===== src/rtl/window_pointer_unit.sv =====
// window_pointer_unit: owns the SPARC V8 current window pointer (CWP) and
// window invalid mask (WIM). It executes SAVE, RESTORE, RETT, trap entry and
// WRPSR/WRWIM, checks WIM on every SAVE/RESTORE/RETT window move, and raises
// window overflow/underflow requests to the trap controller through a
// req/ack handshake.
//
// Ports:
//   clk, reset_n        clock and asynchronous active-low reset
//   save/restore/rett   window-moving instructions (WIM checked)
//   trap_entry          external trap taken: CWP-1 without a WIM check
//   wr_psr_en/_cwp      WRPSR load of CWP
//   wr_wim_en/_data     WRWIM load of WIM (accepted in every state)
//   trap_ack            trap controller accepts the pending window trap
//   cwp, wim            registered window pointer and invalid mask
//   trap_req/trap_type  pending window trap; type 0 = overflow, 1 = underflow
//   busy                window trap pending; window commands are ignored
module window_pointer_unit #(
   parameter int unsigned NWINDOWS = 4,
   parameter int unsigned CWP_W    = 2
) (
   input  logic                clk,
   input  logic                reset_n,
   input  logic                save,
   input  logic                restore,
   input  logic                rett,
   input  logic                trap_entry,
   input  logic                wr_psr_en,
   input  logic [CWP_W-1:0]    wr_psr_cwp,
   input  logic                wr_wim_en,
   input  logic [NWINDOWS-1:0] wr_wim_data,
   input  logic                trap_ack,
   output logic [CWP_W-1:0]    cwp,
   output logic [NWINDOWS-1:0] wim,
   output logic                trap_req,
   output logic                trap_type,
   output logic                busy
);

   typedef enum logic {
      IDLE      = 1'b0,
      TRAP_PEND = 1'b1
   } state_t;

   state_t           state;
   logic [CWP_W-1:0] cwp_dec;
   logic [CWP_W-1:0] cwp_inc;

   // Neighbour windows; NWINDOWS == 2**CWP_W so the natural wrap is modulo NWINDOWS.
   assign cwp_dec = cwp - CWP_W'(1);
   assign cwp_inc = cwp + CWP_W'(1);

   // Window state machine; the WIM check always uses the registered wim.
   always_ff @(posedge clk or negedge reset_n) begin
      if (!reset_n) begin
         state     <= IDLE;
         cwp       <= '0;
         wim       <= '0;
         trap_req  <= 1'b0;
         trap_type <= 1'b0;
         busy      <= 1'b0;
      end else begin
         if (wr_wim_en) begin
            wim <= wr_wim_data;
         end

         case (state)
            IDLE: begin
               if (trap_entry) begin
                  cwp <= cwp_dec;
               end else if (wr_psr_en) begin
                  cwp <= wr_psr_cwp;
               end else if (rett || restore) begin
                  if (wim[cwp_inc]) begin
                     state     <= TRAP_PEND;
                     trap_req  <= 1'b1;
                     busy      <= 1'b1;
                     trap_type <= 1'b1;
                  end else begin
                     cwp <= cwp_inc;
                  end
               end else if (save) begin
                  if (wim[cwp_dec]) begin
                     state     <= TRAP_PEND;
                     trap_req  <= 1'b1;
                     busy      <= 1'b1;
                     trap_type <= 1'b0;
                  end else begin
                     cwp <= cwp_dec;
                  end
               end
            end

            TRAP_PEND: begin
               // Acceptance performs the trap-entry decrement.
               if (trap_ack) begin
                  state    <= IDLE;
                  cwp      <= cwp_dec;
                  trap_req <= 1'b0;
                  busy     <= 1'b0;
               end
            end

            default: begin
               state <= IDLE;
            end
         endcase
      end
   end

endmodule


===== config.mk =====
export PLATFORM = sky130hd
export DESIGN_NAME = window_pointer_unit
export DESIGN_NICKNAME = d
export VERILOG_FILES = /design/src/rtl/window_pointer_unit.sv
export SDC_FILE = /design/constraint.sdc
export NUM_CORES = 1
export LEC_CHECK = 0
export BUFFER_PORTS_ARGS = -buffer_cell sky130_fd_sc_hd__buf_2
export CORE_AREA = 3 3 40 42
export CTS_CLUSTER_SIZE = 14
export DETAILED_ROUTE_END_ITERATION = 7
export DIE_AREA = 0 0 43 45
export PLACE_DENSITY_LB_ADDON = 0.15
export SETUP_SLACK_MARGIN = 0.3
export SYNTH_ARGS = -nofsm -noshare
export SYNTH_HDL_FRONTEND = slang
export SYNTH_SLANG_ARGS = --single-unit

===== constraint.sdc =====
create_clock -name clk -period 2.6 [get_ports clk]
set_input_delay 0 -clock clk [delete_from_list [all_inputs] [get_ports clk]]
set_output_delay 0 -clock clk [all_outputs]
set_load 0.05 [all_outputs]

==> key figures <==
Detailed routing
  • Routed vias/inst: around 4.8
  • DRT Wirelength: 1.06 mm
  • Violation count after the first detailed-route iteration: 2
  • 1st-pass router iterations: 2
  • ANT nets after route: 0
  • WL/cell: between 10 and 15 microns
  • Drt drc: 0
  • Vias after detailed routing: around 430

Finish
  • Final instance area: about 710 sq um
  • Area grow syn2layout: 36.7%
  • Final Util: between 50 and 60%
  • Layout fillers: between 100 and 150
  • Ant diodes: 0
  • Nets: 90
  • Share of cells above drive strength 1: around half

STA
  • Min setup slack post-route: slightly below 0.6 ns
  • Worst Tran Pin Value: between 0.2 and 0.3 ns
  • Final Setup Violations: 0
  • Achievable Freq: between 0.4 and 0.5 GHz
  • Setup TNS: 0 ns
  • RSZ-0062 raised after global routing: no
  • Final worst path period need: 2.01 ns
  • Slew HR: 80.0%
  • Final Max Tran Viols: 0
  • Period utilisation layout: approximately 77%
  • Clk_skew: about 0.0014 ns
  • Final hold violation count: 0

Floorplan
  • Site Rows: 13
  • Initial Utilization: between 40% and 50%
  • Core Box Area: 1280 sq um
  • Die W: approximately 43 microns
  • Die height: around 45 microns
  • Die area: slightly below 2000 sq um
  • Io pins: 24

Logic synthesis
  • Syn. warnings: 0
  • Post-Syn Area per Cell: approximately 12 sq um
  • Synth Instances: 44
  • Synthesized area: between 500 and 600 sq um
  • Netlist cell types: 22
  • Sequential area share after synthesis: a little over two fifths
  • Synthesized flop and latch total: 9
  • Post-synth net total: 59

GRT
  • Total GRT Usage: 13.1%
  • GR Overflow Total: 0
  • Vias in the first global route: roughly 430
  • First-pass GRT wire length: approximately 1.8 mm
  • Antenna violations before repair: 0
  • Largest net degree at the start of global routing: 10

CTS
  • CTS tree: built
  • CTS max path bufs: 2
  • Setup bufs post-CTS: 0
  • Clock slew at reported path FFs: ~0.060 ns
  • CTS Hold Buffers Added: 5
  • Sinks on Clock Net: 9
  • Post-cts resize count: 0
  • Root Buffer: clkbuf_4
  • H-tree depth: 1
  • Clock Latency Late Sink: 0.26 ns
  • Num CTS Buffers: 3

Setup path
  • Setup crit start kind: register
  • Worst path required time: 2.74 ns
  • Worst EP arrival: about 2.2 ns
  • Kind of critical path: register to register
  • Worst-path fanout max: 8
  • Crit. End Element: register

Placed design
  • Post-DP Area: roughly 640 sq um
  • Placer congestion estimate: around 0.76
  • Setup Slack @ Placement: just under 0.6 ns
  • I/O Buffers: 23
  • Post-DP HPWL: slightly above 800 microns

Pwr
  • Clock Power Share: 13.5%
  • LEAKAGE: ~0.36 nW
  • Pwr per Cell Area: ~1100 nW/um^2
  • Comb pwr share: between 50% and 60%
  • Pint: between 400 and 500 uW
  • Switching Share: approximately 47%
  • VDD IR-drop max: roughly 0.53 mV
  • Seq pwr share: 30.0%
  • Net Sw Power: about 370 uW

Run
  • Max cap viols: 0

Status
  • Outcome: completed

Hold path
  • Worst min-delay path category: input pin to register
[final cells by class]
type | instances | area (sq um) | share of cell area, %
multi-input cells | 32 | 274 | 38.4
inverters | 1 | 3.75 | 0.526
clock buffers | 4 | 26.3 | 3.68
flip-flops and latches | 9 | 225 | 31.6
well taps | 15 | 18.8 | 2.63
repair buffers | 28 | 165 | 23.2
[registers in the layout, summed over array words and instances (netlist names)]
signal,flops
busy,1
cwp,2
state,1
trap_type,1
wim,4
[synth_stat cells]
| cell type | instances | area, sq um |
|---|---|---|
| nor3b_1 | 2 | 15.0 |
| buf_4 | 1 | 7.51 |
| a21o_1 | 1 | 7.51 |
| nand2_1 | 5 | 18.8 |
| o31a_1 | 1 | 8.76 |
| xnor2_1 | 1 | 8.76 |
| buf_6 | 1 | 11.3 |
| nor2_1 | 2 | 7.51 |
| mux2_4 | 1 | 15.0 |
| mux2i_1 | 4 | 40.0 |
| nand2b_1 | 1 | 6.26 |
| a211oi_1 | 2 | 15.0 |
| dfrtp_1 | 9 | 225 |
| a21oi_1 | 1 | 5.00 |
| mux2_2 | 5 | 56.3 |
| a21o_2 | 1 | 8.76 |
| nor2b_1 | 1 | 6.26 |
| or4b_4 | 1 | 13.8 |
| nor3_1 | 1 | 5.00 |
| xnor2_2 | 1 | 16.3 |
| inv_1 | 1 | 3.75 |
| nor2_8 | 1 | 20.0 |
[final timing paths]
kind	from	to	slack [ns]	depth (start not counted)
max in group asynchronous	reset_n	cwp[0]	2.31	2
min in group asynchronous	reset_n	busy	0.11	2
worst max register to register	cwp[0]	trap_type	0.59	5
worst min register to register	busy	busy	0.49	2
worst max-delay path	cwp[0]	trap_type	0.59	5
worst min-delay path	trap_ack	busy	0.01	4
[power by group through the flow]
stage	combinational, mW	sequential [mW]	clock (mW)
after floorplan	0.265	0.355	0
after global routing	0.477	0.246	0.118
final	0.447	0.237	0.106
after global placement	0.443	0.240	0
after detailed placement	0.444	0.240	0
after CTS	0.450	0.239	0.110
[critical path, stage by stage, from the launching register on]
cell and delay [ns]:
dfrtp_1 0.48, xnor2_2 0.18, xnor2_1 0.23, mux2_4 0.34, or4b_4 0.53, mux2i_1 0.13
[layer usage]
metal	GRT usage, %	share of wire (%)	wire length [microns]	up-vias
met5	0	0	0	-
li1	-	-	-	218
met1	16.1	45	474	185
met2	19.8	44	467	21
met4	7.23	2.2	23	0
met3	5.18	8.9	94	4
[cells in the final DEF, fill, tap and decap left out]
master         instances
nor2_8                 1
a21o_1                 1
nand2b_1               1
inv_1                  1
o31a_1                 1
dfrtp_1                9
buf_2                 23
nor2b_1                1
xnor2_1                1
nand2_1                5
mux2_4                 1
a211oi_1               2
clkbuf_1               1
mux2_2                 5
mux2i_1                4
or4b_4                 1
xnor2_2                1
clkbuf_4               3
nor3b_1                2
nor2_1                 2
a21o_2                 1
nor3_1                 1
dlygate4sd3_1          5
a21oi_1                1
[kinds of logic (layout without fill, tap and decap cells)]
group	after synthesis	after routing	synth area share, %
buffers and inverters	3	33	4.32
DFF	9	9	43.2
muxes	10	10	21.3
and+or+nand+nor	14	14	17.7
AOI/OAI and AO/OA	6	6	8.63
xor gates and xnor gates	2	2	4.80
[per-stage QoR]
step | hold WS (ns) | total power, mW | cells
finish | 0.0120 | 0.790 | 89
floorplan | -0.296 | 0.621 | 44
global route | 0.0422 | 0.841 | 89
CTS | 0.00343 | 0.799 | 89
detailed placement | -0.140 | 0.685 | 80
global placement | -0.141 | 0.683 | 80
No activity file was read; power rests on OpenSTA's default activity.
